===== config.mk =====
export PLATFORM = sky130hd
export DESIGN_NAME = dsp_dot_seq
export DESIGN_NICKNAME = d
export VERILOG_FILES = /design/src/rtl/dsp_seq_pkg.sv /design/src/rtl/dsp_seq_addr_gen.sv /design/src/rtl/dsp_dot_seq.sv
export SDC_FILE = /design/constraint.sdc
export NUM_CORES = 1
export LEC_CHECK = 0
export ABC_CLOCK_PERIOD_IN_PS = 2370
export BUFFER_PORTS_ARGS = -buffer_cell sky130_fd_sc_hd__buf_4
export CAP_MARGIN = 10
export CELL_PAD_IN_SITES_DETAIL_PLACEMENT = 0
export CELL_PAD_IN_SITES_GLOBAL_PLACEMENT = 1
export CORE_MARGIN = 4
export CORE_UTILIZATION = 31
export CTS_BUF_LIST = sky130_fd_sc_hd__clkbuf_8 sky130_fd_sc_hd__clkbuf_16
export CTS_CLUSTER_SIZE = 12
export DETAILED_ROUTE_END_ITERATION = 12
export GPL_TIMING_DRIVEN = 0
export MAX_ROUTING_LAYER = met4
export PLACE_DENSITY_LB_ADDON = 0.1
export SYNTH_ARGS = -nofsm -noshare
export SYNTH_HDL_FRONTEND = slang
export SYNTH_SLANG_ARGS = --single-unit

===== constraint.sdc =====
create_clock -name i_clk -period 2.37 [get_ports i_clk]
set_input_delay 0.3555 -clock i_clk [delete_from_list [all_inputs] [get_ports i_clk]]
set_output_delay 0.3555 -clock i_clk [all_outputs]
set_load 0.05 [all_outputs]

===== src/rtl/dsp_seq_pkg.sv =====
// dsp_seq_pkg: shared state encoding, default MAC latency and MAC mode codes
package dsp_seq_pkg;
  typedef enum logic [2:0] {S_IDLE, S_CLEAR, S_FEED, S_DRAIN, S_HOLD} state_t;
  localparam int DSP_LAT_DEFAULT = 2;
  localparam logic [1:0] MODE_MACC_U = 2'd0;
  localparam logic [1:0] MODE_MACC_S = 2'd1;
  localparam logic [1:0] MODE_MSUB_U = 2'd2;
  localparam logic [1:0] MODE_MSUB_S = 2'd3;
endpackage


===== src/rtl/dsp_seq_addr_gen.sv =====
// dsp_seq_addr_gen: wrapping RAM read address plus issued/consumed term counters
module dsp_seq_addr_gen #(
  parameter int ADDR_W = 8
) (
  input  logic              i_clk,
  input  logic              i_rst_n,
  input  logic              i_load,
  input  logic [ADDR_W-1:0] i_base,
  input  logic [ADDR_W-1:0] i_len,
  input  logic              i_issue,
  input  logic              i_consume,
  output logic [ADDR_W-1:0] o_rd_addr,
  output logic              o_issued_done,
  output logic              o_consumed_done
);
  logic [ADDR_W-1:0] r_addr, r_len, r_issued, r_consumed;
  always_ff @(posedge i_clk or negedge i_rst_n)
    if (!i_rst_n) begin
      r_addr     <= '0;
      r_len      <= '0;
      r_issued   <= '0;
      r_consumed <= '0;
    end else if (i_load) begin
      r_addr     <= i_base;
      r_len      <= i_len;
      r_issued   <= '0;
      r_consumed <= '0;
    end else begin
      if (i_issue) begin
        r_addr   <= r_addr + ADDR_W'(1);
        r_issued <= r_issued + ADDR_W'(1);
      end
      if (i_consume) r_consumed <= r_consumed + ADDR_W'(1);
    end
  assign o_rd_addr       = r_addr;
  assign o_issued_done   = r_issued == r_len;
  // high while the final term is being consumed
  assign o_consumed_done = r_consumed == r_len - ADDR_W'(1);
endmodule


===== src/rtl/dsp_dot_seq.sv =====
// dsp_dot_seq: sequences a DSP MAC block through one dot-product job from sync RAM
// and returns the accumulated 64-bit result on a valid/ready port.
module dsp_dot_seq
  import dsp_seq_pkg::*;
#(
  parameter int ADDR_W = 8,
  parameter int LAT    = DSP_LAT_DEFAULT
) (
  input  logic              i_clk,
  input  logic              i_rst_n,
  input  logic              i_start,
  input  logic [ADDR_W-1:0] i_len,
  input  logic [ADDR_W-1:0] i_base,
  input  logic [1:0]        i_mode_cfg,
  input  logic              i_rnd_cfg,
  input  logic              i_sat_cfg,
  output logic              o_busy,
  output logic              o_rd_en,
  output logic [ADDR_W-1:0] o_rd_addr,
  input  logic [31:0]       i_rd_oper,
  input  logic [31:0]       i_rd_coef,
  output logic [31:0]       o_dsp_oper,
  output logic [31:0]       o_dsp_coef,
  output logic              o_dsp_enable,
  output logic              o_dsp_clr,
  output logic [1:0]        o_dsp_mode,
  output logic              o_dsp_rnd,
  output logic              o_dsp_sat,
  input  logic [63:0]       i_dsp_mac_out,
  output logic [63:0]       o_res,
  output logic              o_res_valid,
  input  logic              i_res_ready
);
  localparam int CW = $clog2(LAT + 1);
  state_t            r_state, w_next;
  logic [CW-1:0]     r_drain;
  logic [1:0]        r_mode;
  logic              r_rnd, r_sat;
  logic [63:0]       r_res;
  logic              w_start, w_drain_last, w_issued_done, w_consumed_done;
  assign w_start      = r_state == S_IDLE && i_start;
  assign w_drain_last = r_drain == CW'(LAT - 1);
  dsp_seq_addr_gen #(.ADDR_W(ADDR_W)) u_addr (
    .i_clk          (i_clk),
    .i_rst_n        (i_rst_n),
    .i_load         (w_start),
    .i_base         (i_base),
    .i_len          (i_len),
    .i_issue        (o_rd_en),
    .i_consume      (o_dsp_enable),
    .o_rd_addr      (o_rd_addr),
    .o_issued_done  (w_issued_done),
    .o_consumed_done(w_consumed_done)
  );
  always_comb begin
    w_next = r_state;
    case (r_state)
      S_IDLE:  if (i_start) w_next = i_len == '0 ? S_HOLD : S_CLEAR;
      S_CLEAR: w_next = S_FEED;
      S_FEED:  if (w_consumed_done) w_next = S_DRAIN;
      S_DRAIN: if (w_drain_last) w_next = S_HOLD;
      S_HOLD:  if (i_res_ready) w_next = S_IDLE;
      default: w_next = S_IDLE;
    endcase
  end
  always_ff @(posedge i_clk or negedge i_rst_n)
    if (!i_rst_n) begin
      r_state <= S_IDLE;
      r_drain <= '0;
      r_mode  <= '0;
      r_rnd   <= 1'b0;
      r_sat   <= 1'b0;
      r_res   <= '0;
    end else begin
      r_state <= w_next;
      r_drain <= r_state == S_DRAIN ? r_drain + CW'(1) : '0;
      if (w_start) begin
        r_mode <= i_mode_cfg;
        r_rnd  <= i_rnd_cfg;
        r_sat  <= i_sat_cfg;
      end
      if (w_start && i_len == '0) r_res <= '0;
      else if (r_state == S_DRAIN && w_drain_last) r_res <= i_dsp_mac_out;
    end
  // the read issued in CLEAR feeds the first FEED cycle, so the last FEED cycle issues nothing
  assign o_busy       = r_state != S_IDLE;
  assign o_dsp_clr    = r_state == S_CLEAR;
  assign o_dsp_enable = r_state == S_FEED;
  assign o_rd_en      = o_dsp_clr || (o_dsp_enable && !w_issued_done);
  assign o_res_valid  = r_state == S_HOLD;
  assign o_dsp_oper   = i_rd_oper;
  assign o_dsp_coef   = i_rd_coef;
  assign o_dsp_mode   = r_mode;
  assign o_dsp_rnd    = r_rnd;
  assign o_dsp_sat    = r_sat;
  assign o_res        = r_res;
endmodule


==> results of run 1 <==
## registers in the layout (all words and copies together) (netlist names)
register	count
o_res	64
u_addr.o_rd_addr	8
u_addr.r_consumed	8
u_addr.r_issued	8
u_addr.r_len	8
r_state	3
o_dsp_mode	2
r_drain	2
o_dsp_rnd	1
o_dsp_sat	1
## power by group through the flow
stage / Combinational, W / Clock [W] / Sequential (W)
2_1_floorplan: 0.00234 / 0 / 0.00547
3_3_place_gp: 0.00651 / 0 / 0.00325
3_5_place_dp: 0.00660 / 0 / 0.00326
4_1_cts: 0.00662 / 0.00170 / 0.00323
5_1_grt: 0.00703 / 0.00177 / 0.00334
6_report: 0.00658 / 0.00163 / 0.00322
## routing by layer
layer / global-route usage / wire, um / part of all wire
met5: - / 0 / 0
met4: 0.0322 / 129 / 0.0084
met3: 0.0486 / 1030 / 0.067
met2: 0.265 / 7630 / 0.50
met1: 0.198 / 6580 / 0.43
## through the flow
stage / hold WS [ps] / worst slack (ps)
finish: -7.42 / 173
CTS: 12.9 / 11.8
detailed placement: 393 / 84.4
global placement: 427 / 71.3
floorplan: 59.9 / 431
global route: 27.9 / 45.4
## kinds of logic after synthesis
| logic type | count (synthesis) | synth area share |
|---|---|---|
| AND/OR/NAND/NOR | 253 | 0.201 |
| flip-flops | 105 | 0.497 |
| buffers and inverters | 101 | 0.123 |
| AO/OA/AOI/OAI | 96 | 0.0994 |
| XOR/XNOR | 33 | 0.0547 |
| multiplexers | 7 | 0.0133 |
| adder cells (fa/ha/maj) | 5 | 0.0118 |
## worst max-delay path: stages, from the launching register on
cell and delay, ps:
dfrtp_1 360, buf_2 180, xnor2_1 150, nand4_1 160, o21ai_4 290, nand2_4 140
buf_4 220
## cell usage after synthesis
| master | number | share of area |
|---|---|---|
| nand2_1 | 182 | 0.13 |
| dfrtp_1 | 105 | 0.50 |
| a21oi_1 | 77 | 0.073 |
| buf_4 | 65 | 0.092 |
| xnor2_1 | 23 | 0.038 |
| nor2_1 | 22 | 0.016 |
| buf_2 | 17 | 0.016 |
| clkbuf_1 | 13 | 0.0092 |
| nand3_1 | 13 | 0.012 |
| xor2_1 | 10 | 0.017 |
| nor3_1 | 8 | 0.0076 |
| o21ai_0 | 8 | 0.0076 |
| mux2i_1 | 7 | 0.013 |
| nand4_1 | 7 | 0.0083 |
| ha_1 | 5 | 0.012 |
| inv_1 | 5 | 0.0035 |
| and3_1 | 4 | 0.0047 |
| nand2b_1 | 4 | 0.0047 |
| nor4_1 | 4 | 0.0047 |
| a211oi_1 | 2 | 0.0028 |
| a211oi_2 | 2 | 0.0047 |
| a31oi_1 | 2 | 0.0024 |
| and2_1 | 2 | 0.0024 |
| nand3b_1 | 2 | 0.0028 |
| a21boi_0 | 1 | 0.0014 |
| a32oi_1 | 1 | 0.0017 |
| a41oi_1 | 1 | 0.0017 |
| and4_1 | 1 | 0.0017 |
| buf_6 | 1 | 0.0021 |
| nand2_2 | 1 | 0.0012 |
| nor2_2 | 1 | 0.0012 |
| nor3b_2 | 1 | 0.0024 |
| o21ai_4 | 1 | 0.0031 |
| o22ai_1 | 1 | 0.0012 |
| or4b_1 | 1 | 0.0019 |
## timing repair
item | CTS | global route
buffers inserted | 1 | 1
gates cloned | 0 | 0
pin swaps | 1 | 1
gates resized for setup | 0 | 1
endpoints found under the setup margin | 1 | 1
## layout make-up
| cell class | instances | area, sq um | share of cell area |
|---|---|---|---|
| clock inverter | 4 | 76.3 | 0.00994 |
| sequential | 105 | 2630 | 0.342 |
| tap | 220 | 275 | 0.0359 |
| timing repair buffer | 235 | 1780 | 0.232 |
| clock buffer | 11 | 253 | 0.0329 |
| multi-input combinational | 394 | 2010 | 0.262 |
| inverter | 5 | 18.8 | 0.00244 |
| buffer | 95 | 629 | 0.0820 |
## worst paths after layout
check | from | end | cells past startpoint
worst min register to register | r_drain[0] | r_drain[0] | 1
worst min-delay path | i_rst_n | o_res[12] | 1
min in group i_clk | i_mode_cfg[0] | o_dsp_mode[0] | 3
max in group asynchronous | i_rst_n | u_addr.o_rd_addr[7] | 2
worst max-delay path | u_addr.r_len[2] | o_rd_en | 6
worst max register to register | u_addr.r_len[0] | r_state[0] | 8
==> metrics list, run 1 <==
- Final setup vio count: 0
- Port buffering added 232 buffers.
* Die area: 19,200 sq um
- For this design the ratio of total power to cell area is 1490 nW/um^2.
- The final-report hold violation count is 5.
* Number of DRC violations after detailed-routing iteration 0: 193
- Buffers inserted to repair hold after CTS numbered 0.
- Number of cell rows: 47
* Fraction of the yosys area taken by sequential cells: 0.497
- Worst vdd rail ir drop: 992 uV
- The worst setup path is captured at a primary output.
* Switching power share of the total: 0.498
* Crit path launch type: flip-flop
- The setup path with the least slack is of type flip-flop to primary output.
* Via density: 4.44
- Standby leakage power: 3.85 nW
- The root buffer cell chosen for the clock tree is clkbuf_16.
- Number of buffers on the longest clock path: 2
- 0 antenna diodes ended up in the layout.
- Total power: 0.0114 W
* Sequential fraction of design power: 0.282
* Failing checks: hold timing
- The number of global-route vias before repair was 4,894.
* Path type of the worst min-delay path: input pin to async pin
- The region available for standard cell placement spans 16,600 sq um.
* Post-synthesis area per instance: 8.81 sq um
- Global-route wire length before repair: 24,800 um
- Fill cells in the final layout number 1,687.
- Clock latency at the later pin of the worst-skew pair: 350 ps
- Leaving out fill and tap cells, the most frequent cell in the layout is buf_4.
- After legalization and detailed placement, the total HPWL measured 12,100 um.
- Detail-routed net length per standard cell: 14.4 um
* Detailed-router iteration count before antenna repair: 4
- CTS tree: yes
* DRC violation count after routing: 0
- For this run, the total global-route usage over all layers was measured as 0.161.
- Finished Layout Cells: 1,069
- The die is 139 um tall.
- The worst pin sits at a relative slew slack of 0.486.
* Number of instances in the placed design: 1,053
- The share of total power dissipated in the clock network is 0.143.
- CTS saw 105 sinks.
* Pin count of the biggest net entering global routing: 66
* Yosys Warn Count: 0
- Starting utilization of the core area: 0.318
- The final-report max-slew violation count is 0.
- Across all layers, the routed design uses 4,751 vias.
- For the worst setup path, the data required time is 2010 ps.
- Worst Skew: 8.42 ps
* Logic pwr share: 0.575
* Clock buffers created by TritonCTS: 9
- The analysis attributes to net switching a power of 0.00570 W.
* Hold slack final: -7.42 ps
* Max H-tree Level: 3
- Reg2Reg Setup Slack: 290 ps
* Internal power summed over all cells: 0.00574 W
- During I/O placement, the number of pins put on the boundary was 297.
- Total placed instance area: 7330 sq um
- Cell area after synthesis: 5290 sq um
- Critical path fanouts, max: 9
- Relative to the synthesized area, the layout overhead comes to 45.2%.
* Count of nets after finishing: 1,002
- Dividing the final minimum period by the clock period gives 0.927.
* Final Routed Wirelength: 15,400 um
- Total congestion overflow after global routing: 0
- Measured along the x axis, the die boundary spans 139 um.
* Most frequent cells in the layout: buf_4 (299), nand2_1 (182), dfrtp_1 (105)
- At the pin with the least slew margin, the transition time is 764 ps.
- Summed over all failing endpoints, the final setup total negative slack is 0 ps.
- Number of nets in the synthesized netlist: 757
- Final ANT Viol Nets: 0
- Routability Congestion: 0.785
* Clock period minus worst slack: 2200 ps
- For this run, the share of the core covered by cells in the final layout is 0.461.
- Timing would allow up to 455 MHz.
- Max-cap violations in this run came to 0.
- Number of antenna violations at the first check in global routing: 0
- Share of cells above drive strength 1: 0.399
- Total of flip-flops plus latches after synthesis: 105
* Status: finished with violations
- After clock tree synthesis, the clock-pin slew on the worst setup and hold paths is 70 ps.
- Final design instance area without fill: 7680 sq um
- STA puts the critical path data arrival time at 1840 ps.
* Number of cells produced by synthesis: 600
* Number of different library cells in the post-synthesis netlist: 35
- Unrepaired setup endpoints after global routing: no
(Power assumes the default switching activity.)
==> inputs of run 2 (changes only) <==
Settings changed: ABC_AREA from default to 1, CORE_UTILIZATION 31 to 32.
==> run 2 against run 1 <==
The run still ends with hold timing left. Synthesized area grew 4.2%. Worst hold slack gained 5.2 ps. Combinational power decreased by 9.4%. Via count up 4.5%. Global-route usage increased by 0.32 points. Cell count is 3.5% higher. Critical path depth rose by 1. Sequential share of layout area down 0.89 points. Largest cell class unchanged.
==> metrics list, run 2 <==
- Detailed-placement wirelength estimate: 12,600 um
- Input and output buffers added on the ports amount to 232.
* Number of buffers inserted by hold repair at cts: 0
- Starting utilization of the core area: 0.329
- Total global-route track usage: 0.165
* Number of buffers on the longest clock path: 2
* Total placed instance area: 7560 sq um
* Most frequent cell on the critical path: inv_1
- For this run, the slowest stage of the critical path takes 430 ps.
- Most repeated cell in the gate-level netlist after synthesis: nand2_1
- Worst slack, placed: 324 ps
- The clock reaches the later pin of the worst-skew pair after 360 ps.
* Synth top area share: 0.477
- The worst register-to-register path ends at u_addr.o_rd_addr[2].
- Die Ht: 139 um
* Reg clk slew, reported paths: 80 ps
- At the worst endpoint, the arrival time is 1830 ps.
- Share of cells above drive strength 1: 0.405
- Max cap viols: 0
- Count of nets after finishing: 1,038
- The slowest stage of the critical path belongs to the cell dfrtp_1.
* Buffer type at the clock tree root: clkbuf_16
* Post-synth EDFFs: 0
- Summed over all layers, the global routing overflow is 0.
- Final period util: 0.921
- Critical path fanouts, max: 5
- Number of DRC violations after detailed-routing iteration 0: 194
- Number of diodes added for antenna fixing: 0
- Yosys Warn Count: 0
- Ranking of synthesized cells by instance count: nand2_1 (126), dfrtp_1 (105), inv_1 (105)
- After detailed routing, the total wire length is 16,000 um.
* Core ar.: 16,800 sq um
* Growth of design area from synthesis to finish: 43.0%
- Slew Viols, Final: 0
- The checks that failed: hold timing.
- The worst pin sits at a relative slew slack of 0.615.
- In the final routed layout, each cell accounts on average for 14.4 um.
- Number of global-route vias before repair: 4,938
- Routability Congestion: 0.807
- Synth async-reset ratio: 1.00
* Sum of buffers and inverters on the critical path: 3
- In the post-route analysis, the smallest setup slack over all paths is 187 ps.
* Via density: 4.49
* CP required: 2010 ps
* Chain of cells forming the critical path: inv_1 > nor2_1 > nor4_2 > nand3_2 > nand2_4 > inv_1 > buf_4
* Most common flop cell mapped by yosys: dfrtp_1
- The worst-case IR drop observed on VDD is 666 uV.
- Before antenna repair, the detailed router went through 4 iterations.
- Final design instance area without fill: 7880 sq um
* Most frequent cells in the layout: buf_4 (301), nand2_1 (126), inv_1 (105), dfrtp_1 (105), a22oi_1 (54)
- Horizontal die dimension: 139 um
* Number of antenna violations at the first check in global routing: 0
- Worst path top cell family by delay: simple AND/OR/NAND/NOR gates
- Fmax achieved: 458 MHz
* Status: finished with violations
- The clock drives 105 sinks.
- Worst R2R Path Depth: 7
* Final hold vios: 2
- DRC violation count after routing: 0
- Crit path launch type: flip-flop
* Total negative slack for setup checks: 0 ps
- Post-synthesis area per instance: 8.68 sq um
- The count of nets left with antenna violations once routing finished came out at 0.
- Number of nets in the synthesized netlist: 792
* Critical Path End Type: primary output
* Final setup vio count: 0
- The H-tree generated during clock tree synthesis spans 3 levels.
* Worst Tran Pin Value: 577 ps
- Fraction of the yosys area taken by sequential cells: 0.477
- Number of different library cells in the post-synthesis netlist: 31
- For this design the top-level I/O count stands at 297.
- Path type of the worst min-delay path: input pin to async pin
- In this run, CTS created clock tree buffers numbering 9.
- The library cell used most frequently in the layout, excluding fill and tap cells, is buf_4.
* Cell area after synthesis: 5510 sq um
- Pin count of the biggest net entering global routing: 65
- Counting flops and latches in the post-synthesis netlist gives 105.
- The cell count after synthesis came out at 635.
- Unrepaired setup endpoints after global routing: no
- Critical path type: flip-flop to primary output
- The routed layout has 4,964 vias.
* Clock period minus worst slack: 2180 ps
- Number of flip-flops in the largest register: 64
* Hold slack final: -2.18 ps
* Reg2Reg Setup Slack: 440 ps
* Ratio of total power to cell area: 1330 nW/um^2
* Global-route wire length before repair: 25,400 um
- CTS tree: yes
* Source of the worst register-to-register timing path: r_state[0]
- By area the synthesized netlist is led by dfrtp_1 (48%), buf_4 (9.1%), nand2_1 (8.6%).
* Number of cell rows: 47
- Standby leakage power: 4.55 nW
- Clock skew on the completed layout was measured at 13.1 ps.
- The largest total area in the synthesized netlist belongs to dfrtp_1.
- Die area: 19,400 sq um
==> run 2: kinds of logic after synthesis <==
family,after synthesis,synth area share
xor gates and xnor gates,15,0.0238
AOI/OAI and AO/OA,93,0.123
buffers and inverters,200,0.195
adders and majority gates,5,0.0114
and+or+nand+nor,217,0.170
DFF,105,0.477
==> run 2: worst max-delay path by stage <==
stage,to,depth (start not counted),start
global placement,o_res[53],8,i_len[7]
CTS,o_rd_en,7,u_addr.r_issued[4]
finish,o_rd_en,7,u_addr.r_issued[4]
detailed placement,o_res[43],8,i_len[7]
floorplan,o_rd_en,5,r_state[1]
global route,o_rd_en,8,u_addr.r_len[2]
==> run 2: power by group <==
group	leakage, nW	switching, W	internal [W]	total (W)
registers	1.37	0.000570	0.00249	0.00306
logic	3.03	0.00404	0.00192	0.00596
clock network	0.147	0.000737	0.000743	0.00148
total	4.55	0.00535	0.00516	0.0105
==> run 2: routing by layer <==
layer | track usage | routed length [um] | part of all wire
met1 | 0.203 | 6580 | 0.41
met2 | 0.269 | 8020 | 0.50
met3 | 0.0439 | 1160 | 0.072
met4 | 0.0438 | 207 | 0.013
met5 | - | 0 | 0
==> run 2: worst register-to-register path, delay by kind of cell, from the launching register on <==
kind	cells	cell delay, ps
flip-flops	1	380
AND/OR/NAND/NOR	4	690
AO/OA/AOI/OAI	1	140
buffers and inverters	2	620
==> run 2: through the flow <==
stage          utilization  total power, W  cells
2_1_floorplan            -         0.00718    635
3_3_place_gp         0.449         0.00900   1087
3_5_place_dp         0.451         0.00906   1088
4_1_cts              0.469          0.0106   1104
5_1_grt              0.470          0.0112   1106
6_report             0.470          0.0105   1106
==> run 2: layout make-up <==
cell class	count	area, sq um
Multi-Input combinational cell	330	1830
Timing Repair Buffer	235	1780
Tap cell	220	275
Sequential cell	105	2630
Buffer	90	659
Fill cell	1654	8880
Clock buffer	9	225
Clock inverter	7	70.1
Inverter	110	413
==> run 2: repair_timing <==
action                     4_1_cts  5_1_grt
setup buffers                    0        2
setup endpoints to repair        1        1
gates resized for setup          1        1
pin swaps                        0        1
==> inputs of run 3 (changes only) <==
Settings changed: ABC_CLOCK_PERIOD_IN_PS 2370 to 2400.
Clock period 2.37 ns to 2.4 ns, I/O delays scaled along.
==> run 3 against run 2 <==
Non-clock buffer count is the same. Routed wire length about the same. Via count is 0.28% higher. The flow now finishes without violations. Global-route usage about the same. Register-to-register slack gained 20 ps. Setup slack worse by 13 ps. Final area about the same. Worst hold slack better by 5.2 ps. Cell count stayed put. Combinational power fell by 2%. First-iteration DRC count up 2.6%. Critical path type unchanged.
==> metrics list, run 3 (synthesized netlist as in run 2, its figures left out) <==
* Status: finished, final reports clean
* Final Routed Wirelength: 16,000 um
* Die area: 19,400 sq um
- Final period util: 0.927
- Total power: 0.0103 W
- Standby leakage power: 4.55 nW
* Number of diodes added for antenna fixing: 0
- Total global-route track usage: 0.165
- Global-route wire length before repair: 25,300 um
- The die is 139 um tall.
- Chain of cells forming the critical path: inv_1 > nor2_1 > nor4_2 > nand3_2 > nand2_4 > inv_1 > buf_4
* Critical path type: flip-flop to primary output
* I/O pin count: 297
* Clock period minus worst slack: 2230 ps
* Most frequent cells in the layout: buf_4 (301), nand2_1 (125), inv_1 (105), dfrtp_1 (105), a22oi_1 (54)
* Core ar.: 16,800 sq um
* Unrepaired setup endpoints after global routing: no
- The later pin in the worst-skew pair is clocked with a latency of 360 ps.
* Total congestion overflow after global routing: 0
- The congestion estimate from routability-driven global placement came to 0.807.
- Static timing analysis puts the maximum clock frequency at 449 MHz.
- Cell at the slowest stage of the critical path: dfrtp_1
* DRC violation count after routing: 0
- Max H-tree Level: 3
* Path type of the worst min-delay path: input pin to async pin
- IO Port Bufs: 232
* Number of flip-flops in the largest register: 64
* Arrival time worst endpoint: 1870 ps
- Worst slack, placed: 350 ps
- The critical path contains buffers and inverters numbering 3 combined.
* Starting utilization of the core area: 0.329
- Number of antenna violations at the first check in global routing: 0
- Layout fillers: 1,654
* Number of DRC violations after detailed-routing iteration 0: 199
- The routed layout has 4,978 vias.
* Detail-routed net length per standard cell: 14.4 um
* Final setup vio count: 0
- The final-report hold violation count came to 0.
* Final ANT Viol Nets: 0
* Worst Skew: 13.1 ps
- Worst vdd rail ir drop: 657 uV
* Number of buffers on the longest clock path: 2
- The area growth from synthesis to layout is 43.1%.
* Longest individual stage delay on the worst path: 430 ps
* Total negative slack for setup checks: 0 ps
* CTS tree: yes
* Most frequent standard cell in the layout excluding fill and tap cells: buf_4
* Number of buffers inserted by hold repair at cts: 0
- For the pin with the worst max-slew slack, the measured transition is 576 ps.
- Clock buffers created by TritonCTS: 9
* Most frequent cell on the critical path: inv_1
- For this design the ratio of total power to cell area is 1310 nW/um^2.
- Number of global-route vias before repair: 4,929
* Max cap viols: 0
- After clock tree synthesis, the clock-pin slew on the worst setup and hold paths is 80 ps.
- The worst pin sits at a relative slew slack of 0.616.
- Worst path top cell family by delay: simple AND/OR/NAND/NOR gates
- Fin worst setup slack: 174 ps
- Before antenna repair, the detailed router went through 4 iterations.
- At the worst endpoint, the required time is 2040 ps.
* Clock sink total: 105
- For this run, the share of the core covered by cells in the final layout is 0.470.
- STA classifies the critical path startpoint as a flip-flop.
* Via density: 4.50
* Pin count of the biggest net entering global routing: 65
* Buffer type at the clock tree root: clkbuf_16
- Critical path fanouts, max: 9
* Horizontal die dimension: 139 um
- After the last flow step, the layout net total stands at 1,038.
* Critical Path End Type: primary output
* Slew Viols, Final: 0
* Detailed-placement wirelength estimate: 12,600 um
- The floorplan has 47 rows.
* Share of cells above drive strength 1: 0.406
## run 3: changes by cell type in the layout (fill, tap and decap cells not counted)
cell and change:
nand2_1 -1, nand2_2 +1
## run 3: path summary, 6_finish.rpt
check | endpoint | start | cells past startpoint | slack (ps)
setup / recovery | o_rd_en | u_addr.r_issued[4] | 7 | 170
hold / removal | u_addr.r_consumed[6] | i_rst_n | 1 | 3
setup reg to reg | u_addr.o_rd_addr[2] | r_state[0] | 7 | 460
hold reg to reg | r_drain[0] | r_drain[0] | 1 | 440
max in group asynchronous | o_res[25] | i_rst_n | 2 | 1690
min in group i_clk | o_dsp_sat | i_sat_cfg | 3 | 210
## run 3: what timing repair did
item,4_1_cts,5_1_grt
setup buffers,0,2
endpoints found under the setup margin,0,1
resized for setup,0,3
hold endpoints to repair,0,0
## run 3: layout make-up
class,count,area (sq um),area share
sequential,105,2630,0.333
multi-input combinational,330,1830,0.232
timing repair buffer,235,1780,0.226
buffer,90,659,0.0836
inverter,110,413,0.0524
tap,220,275,0.0349
clock buffer,9,225,0.0286
clock inverter,7,70.1,0.00889
## run 3: worst register-to-register path: cells and delay by family, from the launching register on
family | cells | cell delay [ps]
AOI/OAI and AO/OA | 1 | 140
buffers and inverters | 2 | 620
DFF | 1 | 380
and+or+nand+nor | 4 | 710
## run 3: per-stage QoR
step	area, sq um	std cells	hold WS, ps
4_1_cts	7860	1104	16.3
3_5_place_dp	7560	1088	400
6_report	7890	1106	3.02
3_3_place_gp	7530	1087	418
2_1_floorplan	5520	635	64.4
5_1_grt	7890	1106	43.8
## run 3: routing by layer
| metal | up-vias | track usage | routed length [um] |
|---|---|---|---|
| met4 | 0 | 0.0438 | 210 |
| met2 | 191 | 0.269 | 7990 |
| met1 | 2310 | 0.203 | 6570 |
| met5 | - | - | 0 |
| met3 | 17 | 0.0439 | 1200 |
| li1 | 2460 | - | - |
## run 3: power breakdown
| group | switching (W) | total (W) | internal (W) |
|---|---|---|---|
| registers | 0.000559 | 0.00302 | 0.00246 |
| logic | 0.00398 | 0.00586 | 0.00188 |
| clock network | 0.000728 | 0.00146 | 0.000734 |
| total | 0.00527 | 0.0103 | 0.00508 |
